$ cat src/rtl/blit_queue.sv
// rtl/blit_queue.sv - blit command FIFO and one-at-a-time dispatch sequencer
// Optional build macro BLIT_QUEUE_COLL_STICKY_EN adds coll_clr / coll_sticky.
module blit_queue #(
  parameter int DEPTH = 4,
  localparam int LVLW = $clog2(DEPTH + 1)
) (
  input  logic            clk,
  input  logic            rst_n,
  input  logic            cmd_valid,
  output logic            cmd_ready,
  input  logic [2:0]      cmd_op,
  input  logic [11:0]     cmd_src,
  input  logic [3:0]      cmd_height,
  input  logic [6:0]      cmd_x,
  input  logic [5:0]      cmd_y,
  output logic [2:0]      blit_operation,
  output logic [11:0]     blit_src,
  output logic [3:0]      blit_height,
  output logic [6:0]      blit_x,
  output logic [5:0]      blit_y,
  output logic            blit_enable,
  input  logic            blit_ready,
  input  logic            blit_collision,
  output logic            done,
  output logic            done_collision,
  output logic            busy,
`ifdef BLIT_QUEUE_COLL_STICKY_EN
  input  logic            coll_clr,
  output logic            coll_sticky,
`endif
  output logic [LVLW-1:0] level
);

  localparam int PW = $clog2(DEPTH);

  typedef enum logic [1:0] {
    S_IDLE,
    S_START,
    S_RUN,
    S_RELEASE
  } state_t;

  state_t          state;
  logic [31:0]     mem [DEPTH];
  logic [PW-1:0]   wr_ptr;
  logic [PW-1:0]   rd_ptr;
  logic [LVLW-1:0] count;
  logic            push;
  logic            pop;

  // A full queue refuses pushes even when a pop happens in the same cycle.
  assign cmd_ready = (count != LVLW'(DEPTH));
  assign push      = cmd_valid && cmd_ready;
  assign pop       = (state == S_IDLE) && (count != '0);
  assign level     = count;
  assign busy      = (count != '0) || (state != S_IDLE);

  always_ff @(posedge clk) begin
    if (push) begin
      mem[wr_ptr] <= {cmd_op, cmd_src, cmd_height, cmd_x, cmd_y};
    end
  end

  always_ff @(posedge clk or negedge rst_n) begin
    if (!rst_n) begin
      wr_ptr <= '0;
      rd_ptr <= '0;
      count  <= '0;
    end else begin
      if (push) wr_ptr <= wr_ptr + 1'b1;
      if (pop)  rd_ptr <= rd_ptr + 1'b1;
      case ({push, pop})
        2'b10:   count <= count + 1'b1;
        2'b01:   count <= count - 1'b1;
        default: count <= count;
      endcase
    end
  end

  // blit_* fields only load in IDLE, so they hold from enable rise through done.
  always_ff @(posedge clk or negedge rst_n) begin
    if (!rst_n) begin
      state          <= S_IDLE;
      blit_operation <= '0;
      blit_src       <= '0;
      blit_height    <= '0;
      blit_x         <= '0;
      blit_y         <= '0;
      blit_enable    <= 1'b0;
      done           <= 1'b0;
      done_collision <= 1'b0;
    end else begin
      done <= 1'b0;
      case (state)
        S_IDLE: begin
          if (pop) begin
            {blit_operation, blit_src, blit_height, blit_x, blit_y} <= mem[rd_ptr];
            blit_enable <= 1'b1;
            state       <= S_START;
          end
        end
        S_START: begin
          if (!blit_ready) state <= S_RUN;
        end
        S_RUN: begin
          if (blit_ready) begin
            done_collision <= blit_collision;
            done           <= 1'b1;
            blit_enable    <= 1'b0;
            state          <= S_RELEASE;
          end
        end
        S_RELEASE: begin
          state <= S_IDLE;
        end
        default: state <= S_IDLE;
      endcase
    end
  end

`ifdef BLIT_QUEUE_COLL_STICKY_EN
  // Set wins over a simultaneous clear.
  always_ff @(posedge clk or negedge rst_n) begin
    if (!rst_n) begin
      coll_sticky <= 1'b0;
    end else if (done && done_collision) begin
      coll_sticky <= 1'b1;
    end else if (coll_clr) begin
      coll_sticky <= 1'b0;
    end
  end
`endif

endmodule
$ cat config.mk
export PLATFORM = sky130hd
export DESIGN_NAME = blit_queue
export DESIGN_NICKNAME = d
export VERILOG_FILES = /design/src/rtl/blit_queue.sv
export SDC_FILE = /design/constraint.sdc
export NUM_CORES = 1
export LEC_CHECK = 0
export ABC_AREA = 1
export BUFFER_PORTS_ARGS = -buffer_cell sky130_fd_sc_hd__buf_2
export CORE_MARGIN = 3
export CORE_UTILIZATION = 53
export DETAILED_ROUTE_END_ITERATION = 10
export GPL_ROUTABILITY_DRIVEN = 0
export PLACE_DENSITY = 0.83
export SYNTH_ARGS = -nofsm -noshare
export SYNTH_HDL_FRONTEND = slang
export SYNTH_SLANG_ARGS = --single-unit
export TNS_END_PERCENT = 1
$ cat constraint.sdc
create_clock -name clk -period 2.4 [get_ports clk]
set_input_delay 0.12 -clock clk [delete_from_list [all_inputs] [get_ports clk]]
set_output_delay 0.12 -clock clk [all_outputs]
set_load 0.05 [all_outputs]
==> flow_metrics.py <==
metrics = {
    "grt": {
        "groute.layer.met3.usage_pct": 5.444,
        "grt_usage_pct": 20.02,
        "grt_first_pass_wirelength_mm": 22.72,
        "gr-usage-met1_pct": 23.41,
        "first_global_vias": 4825,
        "grt.overflow.total": 0,
        "met2_usage_pct": 34.86,
        "grt_start_max_net_pins": 66,
        "grt_antenna_before_repair": 0,
        "grt_most_used_layer": "met2",
    },
    "cells_and_area": {
        "antenna-diode-count": 0,
        "fin_util_pct": 65.82,
        "area.growth.synth_to_final_pct": 20.39,
        "finish.net_count": 886,
        "share_of_cells_above_drive_strength_1_pct": 15.71,
        "fin_cells": 1029,
        "number_of_inserted_filler_cells_in_the_final_layout": 963,
    },
    "sta": {
        "setup_violations_final": 0,
        "clock.fmax_ghz": 0.4900,
        "setup_tns_ns": 0,
        "report.final.slew_viol_count": 0,
        "layout_min_cycle_time_ns": 2.041,
        "hold_slack_ns": 0.2333,
        "final.setup_skew_ns": 0.01025,
        "grt_setup_unrepaired": "no",
        "hold_violations": 0,
        "tightest_slew_ns": 0.7263,
        "worst_slew_margin_rel_pct": 51.58,
        "period_share_pct": 85.03,
    },
    "setup_path": {
        "cp_top_family": "simple AND/OR/NAND/NOR gates",
        "critical_path.max_fanout": 7,
        "regToRegStartpoint": "level[1]$_DFFE_PN0P_",
        "r2r_cells": 9,
        "critPathMostFrequentCell": "sky130_fd_sc_hd__nand2_1",
        "crit_chain": "nor2_2, nand2_1, nand2_2, ha_1, inv_1, fa_1, nand2_1, nand3_1, xor2_1",
        "slowest_delay_ns": 0.41,
        "r2r-end": "level[2]$_DFFE_PN0P_",
        "critical_path.n_buffers_inverters": 1,
        "setup.worst_path.start_class": "register",
        "r2r_slack_ns": 0.36,
        "crit_path_end_kind": "register",
        "worstPathArrival_ns": 2.35,
        "worstPathRequired_ns": 2.71,
        "path_class": "register to register",
        "critPathSlowestCell": "sky130_fd_sc_hd__dfrtp_1",
    },
    "clock_tree": {
        "tritoncts": "yes",
        "clk-insertion-delay-late_ns": 0.42,
        "postCtsSetupRepairBufs": 0,
        "cts_buffer_count": 17,
        "clock_net_sink_count": 172,
        "cts_resized": 0,
        "postCtsHoldBufs": 36,
        "cts.reportedPaths.clkPinSlew_ns": 0.07,
        "ctsRootBufferMaster": "sky130_fd_sc_hd__clkbuf_16",
        "htreeDepth": 4,
        "clock_path_buffers": 2,
    },
    "routing": {
        "via_count": 4946,
        "detail_route.iter0.violations": 417,
        "routed_wl_mm": 14.35,
        "drt_pre_antenna_iters": 7,
        "ant_nets": 0,
        "average_via_count_per_standard_cell": 4.807,
        "drt_drc_violations_left": 0,
        "routedWlPerCell_um": 13.95,
    },
    "floorplanning": {
        "num_io_pins": 77,
        "initial_util_pct": 54.67,
        "die_area_um2": 15270,
        "width_of_the_die_um": 123.6,
        "core_region_area_um2": 13400,
        "floorplan.rows": 42,
        "die_h_um": 123.6,
    },
    "synth": {
        "syn-instance-count": 721,
        "syn_nets": 767,
        "synth.yosys.seq_area_share_pct": 67.50,
        "mappedNetlistArea_um2": 7326,
        "ys_ff_latch": 172,
        "syn_area_per_cell_um2": 10.16,
        "synth.distinct_cells": 21,
        "yosys_warnings": 0,
    },
    "pwr": {
        "worst_ir_drop_vdd_mv": 0.6913,
        "leakage_nw": 4.308,
        "power_density_nw_per_um2": 1343,
        "power.total_mw": 11.85,
    },
    "placed_design": {
        "dpl.hpwl_mm": 8.288,
        "numPortBuffers": 76,
        "placedCellCount": 961,
    },
    "flow_run": {
        "cap_viol_max_count": 0,
    },
    "min_path": {
        "min-delay-path-class": "input port to async pin",
    },
    "run_status": {
        "run_status": "finished clean",
    },
}
-- placed cells by master (no fill, tap or decap), types with 2 or more instances in the layout --
| cell type | count |
|---|---|
| sky130_fd_sc_hd__nor2_1 | 4 |
| sky130_fd_sc_hd__clkinv_4 | 3 |
| sky130_fd_sc_hd__dfrtp_1 | 43 |
| sky130_fd_sc_hd__xor2_1 | 3 |
| sky130_fd_sc_hd__dlygate4sd3_1 | 36 |
| sky130_fd_sc_hd__xnor2_1 | 2 |
| sky130_fd_sc_hd__buf_4 | 14 |
| sky130_fd_sc_hd__buf_2 | 76 |
| sky130_fd_sc_hd__edfxtp_1 | 128 |
| sky130_fd_sc_hd__inv_1 | 146 |
| sky130_fd_sc_hd__nor2_4 | 4 |
| sky130_fd_sc_hd__clkbuf_16 | 17 |
| sky130_fd_sc_hd__inv_6 | 7 |
| sky130_fd_sc_hd__nand2_1 | 277 |
| sky130_fd_sc_hd__ha_1 | 8 |
| sky130_fd_sc_hd__nand3_1 | 68 |
| sky130_fd_sc_hd__inv_8 | 2 |
| sky130_fd_sc_hd__nand2_2 | 2 |
-- registers in the layout, summed over array words and instances (netlist names) --
| signal | cells |
|---|---|
| state | 2 |
| rd_ptr | 2 |
| blit_src | 12 |
| blit_x | 7 |
| blit_height | 4 |
| blit_operation | 3 |
| done_collision | 1 |
| mem | 128 |
| blit_y | 6 |
| blit_enable | 1 |
| wr_ptr | 2 |
| level | 3 |
| done | 1 |
-- area by class of cell --
cell class	instances	area, µm²	area share [%]
clock buffer	17	425.4	4.823
clock inverter	15	152.6	1.731
multi-input combinational	374	1652	18.73
sequential	172	4946	56.08
inverter	148	558.0	6.327
timing repair buffer	127	865.8	9.817
tap	176	220.2	2.497
-- where the power goes --
part / internal [mW] / switching (mW) / leakage (nW) / total, mW
Sequential: 4.07 / 0.290 / 1.71 / 4.36
Combinational: 1.30 / 3.55 / 2.31 / 4.84
Clock: 1.47 / 1.18 / 0.284 / 2.65
-- routing by layer --
layer / part of all wire (%) / wire [µm]
met1: 40 / 5779
met4: 1.7 / 251
met2: 51 / 7382
met5: 0 / 0
met3: 6.5 / 936
-- synthesized netlist by cell type (all sizes together) --
master  number  area (µm²)
buf         27       201.5
dfrtp       44        1101
fa           1       20.02
inv        148       558.0
o21ai        2       10.00
nand2      280        1064
xnor2        2       17.52
xor2         3       26.28
edfxtp     128        3844
nand3b       1       7.510
ha           8       100.1
nor2         9       36.29
nand3       68       340.3
-- worst max path at each step --
| stage | cells past startpoint | slack, ns | to | startpoint |
|---|---|---|---|---|
| after floorplan | 4 | -0.29 | mem[0][0]$_DFFE_PP_ | level[1]$_DFFE_PN0P_ |
| after detailed placement | 9 | 0.36 | level[2]$_DFFE_PN0P_ | level[1]$_DFFE_PN0P_ |
| after global routing | 10 | 0.20 | level[2]$_DFFE_PN0P_ | level[1]$_DFFE_PN0P_ |
| final | 9 | 0.36 | level[2]$_DFFE_PN0P_ | level[1]$_DFFE_PN0P_ |
| after global placement | 9 | 0.42 | level[2]$_DFFE_PN0P_ | level[1]$_DFFE_PN0P_ |
| after CTS | 9 | 0.34 | level[2]$_DFFE_PN0P_ | level[1]$_DFFE_PN0P_ |
-- through the flow --
stage / instance area [µm²] / setup WS, ns
floorplan: 7336 / -0.2872
global placement: 7881 / 0.4232
detailed placement: 7881 / 0.3575
CTS: 8820 / 0.3403
global route: 8820 / 0.1983
finish: 8820 / 0.3593
-- cell families (layout without fill, tap and decap cells) --
logic type / count (synthesis) / count (layout) / share of synthesized area (%)
simple gates: 358 / 358 / 19.76
buf+inv: 175 / 307 / 10.37
flops: 172 / 172 / 67.50
fa+ha+maj: 9 / 9 / 1.640
xor+xnor: 5 / 5 / 0.5979
compound gates: 2 / 2 / 0.1365
(Power assumes the default switching activity.)
